===== src/rtl/mix_columns_seq.sv =====
// AES MixColumns sequencer: reads each of the four state columns, transforms it
// (forward or inverse) and writes it back in place, then pulses done.
module mix_columns_seq #(
  parameter int INV_EN = 1
) (
  input  logic        clk,
  input  logic        reset,
  input  logic        start,
  input  logic        inv,
  output logic        busy,
  output logic        done,
  output logic [1:0]  mat_rd_idx,
  output logic        mat_rd_col,
  input  logic [31:0] mat_rd_data,
  output logic [1:0]  mat_wr_idx,
  output logic        mat_wr_col,
  output logic        mat_we,
  output logic [31:0] mat_wr_data
);

  typedef enum logic [1:0] {
    IDLE = 2'd0,
    RD   = 2'd1,
    WR   = 2'd2,
    FIN  = 2'd3
  } state_t;

  state_t      state_r;
  logic [1:0]  cnt_r;
  logic        inv_r;
  logic [31:0] col_r;
  logic        busy_r;
  logic        done_r;
  logic        we_r;
  logic [31:0] mc_s;

  function automatic logic [7:0] xtime(input logic [7:0] x);
    return {x[6:0], 1'b0} ^ (x[7] ? 8'h1b : 8'h00);
  endfunction

  function automatic logic [31:0] mix_fwd(input logic [31:0] c);
    logic [7:0] a [4];
    logic [7:0] m2 [4];
    logic [7:0] m3 [4];
    for (int i = 0; i < 4; i++) begin
      a[i]  = c[31-8*i -: 8];
      m2[i] = xtime(a[i]);
      m3[i] = m2[i] ^ a[i];
    end
    return {m2[0] ^ m3[1] ^ a[2]  ^ a[3],
            a[0]  ^ m2[1] ^ m3[2] ^ a[3],
            a[0]  ^ a[1]  ^ m2[2] ^ m3[3],
            m3[0] ^ a[1]  ^ a[2]  ^ m2[3]};
  endfunction

  // 09/0B/0D/0E are sums of x, 2x, 4x and 8x, so three xtime stages suffice
  function automatic logic [31:0] mix_inv(input logic [31:0] c);
    logic [7:0] a [4];
    logic [7:0] x2 [4];
    logic [7:0] x4 [4];
    logic [7:0] x8 [4];
    logic [7:0] m9 [4];
    logic [7:0] mb [4];
    logic [7:0] md [4];
    logic [7:0] me [4];
    for (int i = 0; i < 4; i++) begin
      a[i]  = c[31-8*i -: 8];
      x2[i] = xtime(a[i]);
      x4[i] = xtime(x2[i]);
      x8[i] = xtime(x4[i]);
      m9[i] = x8[i] ^ a[i];
      mb[i] = x8[i] ^ x2[i] ^ a[i];
      md[i] = x8[i] ^ x4[i] ^ a[i];
      me[i] = x8[i] ^ x4[i] ^ x2[i];
    end
    return {me[0] ^ mb[1] ^ md[2] ^ m9[3],
            m9[0] ^ me[1] ^ mb[2] ^ md[3],
            md[0] ^ m9[1] ^ me[2] ^ mb[3],
            mb[0] ^ md[1] ^ m9[2] ^ me[3]};
  endfunction

  // Transform datapath, purely combinational from the captured column
  generate
    if (INV_EN != 0) begin : g_inv
      always_comb begin
        mc_s = inv_r ? mix_inv(col_r) : mix_fwd(col_r);
      end
    end else begin : g_fwd
      always_comb begin
        mc_s = mix_fwd(col_r);
      end
    end
  endgenerate

  // Sequencer FSM with registered control outputs
  always_ff @(posedge clk or posedge reset) begin
    if (reset) begin
      state_r <= IDLE;
      cnt_r   <= 2'd0;
      inv_r   <= 1'b0;
      col_r   <= 32'h0000_0000;
      busy_r  <= 1'b0;
      done_r  <= 1'b0;
      we_r    <= 1'b0;
    end else begin
      case (state_r)
        IDLE: begin
          done_r <= 1'b0;
          we_r   <= 1'b0;
          if (start) begin
            state_r <= RD;
            cnt_r   <= 2'd0;
            inv_r   <= (INV_EN != 0) ? inv : 1'b0;
            busy_r  <= 1'b1;
          end else begin
            state_r <= IDLE;
            busy_r  <= 1'b0;
          end
        end
        RD: begin
          col_r   <= mat_rd_data;
          state_r <= WR;
          we_r    <= 1'b1;
        end
        WR: begin
          we_r <= 1'b0;
          if (cnt_r == 2'd3) begin
            state_r <= FIN;
            busy_r  <= 1'b0;
            done_r  <= 1'b1;
          end else begin
            state_r <= RD;
            cnt_r   <= cnt_r + 2'd1;
          end
        end
        FIN: begin
          state_r <= IDLE;
          done_r  <= 1'b0;
        end
        default: begin
          state_r <= IDLE;
          busy_r  <= 1'b0;
          done_r  <= 1'b0;
          we_r    <= 1'b0;
        end
      endcase
    end
  end

  assign busy        = busy_r;
  assign done        = done_r;
  assign mat_we      = we_r;
  assign mat_rd_idx  = cnt_r;
  assign mat_wr_idx  = cnt_r;
  assign mat_rd_col  = 1'b1;
  assign mat_wr_col  = 1'b1;
  assign mat_wr_data = mc_s;

endmodule

===== config.mk =====
export PLATFORM = sky130hd
export DESIGN_NAME = mix_columns_seq
export DESIGN_NICKNAME = d
export VERILOG_FILES = /design/src/rtl/mix_columns_seq.sv
export SDC_FILE = /design/constraint.sdc
export NUM_CORES = 1
export LEC_CHECK = 0
export CORE_UTILIZATION = 41
export DETAILED_ROUTE_END_ITERATION = 12
export PLACE_DENSITY = 0.65
export SLEW_MARGIN = 25
export SYNTH_ARGS = -nofsm -noshare
export SYNTH_HDL_FRONTEND = slang
export SYNTH_SLANG_ARGS = --single-unit

===== constraint.sdc =====
create_clock -name clk -period 3 [get_ports clk]
set_clock_uncertainty 0.05 [all_clocks]
set_input_delay 0.45 -clock clk [delete_from_list [all_inputs] [get_ports clk]]
set_output_delay 0.45 -clock clk [all_outputs]
set_load 0.02 [all_outputs]

==> flow_summary.json, run 1 <==
{
  "outcome": "finished with violations",
  "violations": "negative setup slack",
  "worstReg2RegStart": "state_r[1]",
  "avgViaCountPerCell": 4.63,
  "maxClockFrequency_ghz": 0.321,
  "synth_top_cell_area_share_pct": 29.8,
  "synth.area.top_cells": "sky130_fd_sc_hd__xnor2_1 (30%), sky130_fd_sc_hd__dfrtp_1 (24%), sky130_fd_sc_hd__xor2_1 (10%)",
  "fillers": 888,
  "routed_wirelength_um": 10700,
  "hold-path-endpoint": "done",
  "grt_start_max_net_pins": 41,
  "postLayoutSetupSlackWorst_ns": -0.114,
  "synthSimpleGateAreaFrac_pct": 2.55,
  "async_flop_share_pct": 100,
  "drcViolationCount": 0,
  "vias": 3067,
  "cp_launch_type": "register",
  "dp_worst_setup_slack_ns": -0.199,
  "gpl.final_weighted_congestion": 0.851,
  "clock_insertion_delay_worst_skew_ns": 0.30,
  "hold_path.startpoint": "done",
  "slew_viol_final": 0,
  "floorplan.die_area_sq_um": 10600,
  "reg2reg_setup_slack_ns": 1.38,
  "clockBufferDepth": 2,
  "synthToLayoutAreaGrowth_pct": 40.7,
  "initial_core_util_pct": 42.5,
  "floorplan.io_pins": 77,
  "top_layer_used": "met4",
  "synth_xor_area_share_pct": 52.5,
  "max_slew.worst_pin.slew_ns": 0.560,
  "ys_ff_latch": 40,
  "fraction_of_the_cycle_the_final_worst_path_needs_pct": 104,
  "hold_depth": 2,
  "clock_sink_count": 40,
  "synthesis.area_per_instance_sq_um": 10.7,
  "floorplan.core_area_sq_um": 9820,
  "drt-wirelength-per-cell_um": 16.2,
  "die_w_um": 103,
  "hp-class": "reg -> reg",
  "synth_edf_count": 0,
  "number_of_global_route_vias_before_repair": 3192,
  "cp_max_fo": 4,
  "cts_root_buffer": "sky130_fd_sc_hd__clkbuf_8",
  "worst-endpoint-arrival_ns": 2.61,
  "worst_r2r_end": "col_r[12]",
  "post_synthesis_cell_type_with_the_largest_combined_area": "sky130_fd_sc_hd__xnor2_1",
  "timing_worst_setup_path_type": "reg -> out",
  "fp_rows": 36,
  "grt_setup_unrepaired": "true",
  "worst_path_max_delay_cell": "sky130_fd_sc_hd__dfrtp_1",
  "combinational_family_with_the_most_area_after_synthesis": "XOR/XNOR gates",
  "synthCells": 389,
  "synth.cell_area_sq_um": 4180,
  "synth_adder_area_share_pct": 1.50,
  "met3RoutedLength_um": 324,
  "grt_antenna_before_repair": 0,
  "reg2regPathDepth": 4,
  "dr_wl_met2_um": 5310,
  "cts_max_level": 2,
  "timing.final.crit_period_ns": 3.11,
  "detailedRoute.firstPassIterationCount": 4,
  "track_usage_pct": 20.8,
  "finalNetCount": 570,
  "proportion_of_synthesized_chip_area_in_sequential_cells_pct": 24.0,
  "drt_first_iter_violations": 84,
  "synthDistinctLibCells": 29,
  "final_hold_viol_count": 0,
  "path_cells": "xnor2_2 -> xnor3_1 -> xnor3_1 -> xor2_1 -> mux2i_2 -> buf_4 -> xnor2_2 -> buf_4",
  "antenna_violating_nets_left": 0,
  "post_synth_mux_area_share_pct": 11.6,
  "gr-total-overflow": 0,
  "m1WireLength_um": 5030,
  "timing.max_slew.rel_slack_pct": 62.7,
  "max_cap_viols": 0,
  "synthTopCellsByCount": "sky130_fd_sc_hd__xnor2_1 (142), sky130_fd_sc_hd__xor2_1 (49), sky130_fd_sc_hd__dfrtp_1 (40)",
  "area_fraction_in_compound_gates_after_synthesis_pct": 1.89,
  "most_common_cell_in_the_synthesized_netlist": "sky130_fd_sc_hd__xnor2_1",
  "dp_hpwl_um": 8200,
  "final-setup-viol-count": 3,
  "worst_ep_required_time_ns": 2.50,
  "die-height_um": 103,
  "worst_setup_path_end_kind": "primary output",
  "port_buffers": 74,
  "synth_flop_cell": "sky130_fd_sc_hd__dfrtp_1",
  "setup_total_negative_slack_ns": -0.182,
  "antennaDiodeCount": 0,
  "cts.reportedPaths.clkPinSlew_ns": 0.10,
  "drive_above_1_share_pct": 39.8,
  "grt_pass1_wl_um": 16300,
  "cts_made_buffers": 5,
  "synth.yosys.warnings": 0,
  "fin_util_pct": 59.8,
  "tritoncts": "yes",
  "worst_path_largest_cell_delay_ns": 0.47
}
-- worst max-delay path: cells and delay by family, from the launching register on --
kind                   cells  cell delay [ns]
buffers and inverters      2             0.31
multiplexers               1             0.22
flip-flops                 1             0.47
XOR/XNOR                   5             1.31
-- how the worst max path moves through the flow --
stage,startpoint,end,cells past startpoint
2_1_floorplan,col_r[5],mat_wr_data[12],7
3_3_place_gp,col_r[6],mat_wr_data[28],7
3_5_place_dp,col_r[15],mat_wr_data[27],8
4_1_cts,col_r[30],mat_wr_data[5],8
5_1_grt,col_r[10],mat_wr_data[21],8
6_report,col_r[10],mat_wr_data[21],8
-- kinds of logic (layout without fill, tap and decap cells) --
family,Yosys count,count (layout)
buffers and inverters,44,184
DFF,40,40
adders and majority gates,5,5
AOI/OAI and AO/OA,14,14
other,1,2
muxes,44,44
xor gates and xnor gates,215,215
and+or+nand+nor,26,26
-- sequential cells by signal (all words and copies together), names as in the netlist --
name,flops
mat_rd_idx,2
state_r,2
done,1
inv_r,1
mat_we,1
col_r,32
busy,1
-- through the flow --
step	std cells	area [sq um]	hold WS, ns
6_report	663	5870	0.478
5_1_grt	663	5870	0.508
4_1_cts	659	5800	0.485
3_5_place_dp	646	5520	0.450
3_3_place_gp	646	5520	0.444
2_1_floorplan	390	4180	0.447
-- routing by layer --
metal,up-vias,global-route usage (%)
li1,1493,-
met1,1509,28.2
met2,58,35.1
met3,7,3.39
met4,0,4.44
met5,-,0
-- layout by cell type (no fill, tap or decap), drive strengths merged, types with 2 or more instances in the layout --
master,n
nand3,2
conb,2
mux2,33
dlygate4sd2,2
ha,5
nor2,8
nor2b,2
xnor2,144
clkinv,2
o21ai,7
xnor3,17
nand2,13
clkbuf,12
xor2,53
mux2i,11
clkdlybuf4s50,42
dfrtp,40
clkdlybuf4s15,4
inv,5
a21oi,6
buf,114
dlymetal6s2s,2
-- area by class of cell --
type	instances	area, sq um	share of cell area, %
multi-input combinational	306	3170	54.0
timing repair buffer	171	1390	23.6
sequential	40	1010	17.2
tap	133	166	2.83
clock buffer	5	68.8	1.17
clock inverter	3	47.5	0.809
inverter	5	18.8	0.319
-- timing repair --
item                       in CTS  in global routing
hold buffers                    0                  0
gates resized for setup       111                 54
pin swaps                       9                 15
hold endpoints to repair        0                  0
buffers inserted                5                  4
setup endpoints to repair      30                 29
Power of run 1 is left out: the tool's default activity adds up to more than one toggle a clock period on the data nets, which glitch-free logic cannot reach.
==> run 2, diff against run 1 <==
--- a/config.mk
+++ b/config.mk
@@ -6,6 +6,7 @@
 export NUM_CORES = 1
 export LEC_CHECK = 0
 export CORE_UTILIZATION = 41
+export CTS_BUF_LIST = sky130_fd_sc_hd__clkbuf_8
 export DETAILED_ROUTE_END_ITERATION = 12
 export PLACE_DENSITY = 0.65
 export SLEW_MARGIN = 25
==> results of run 2 <==
The final DEF is identical to that of run 1; final timing and power are the same.
Power of run 2 is left out for the same reason.
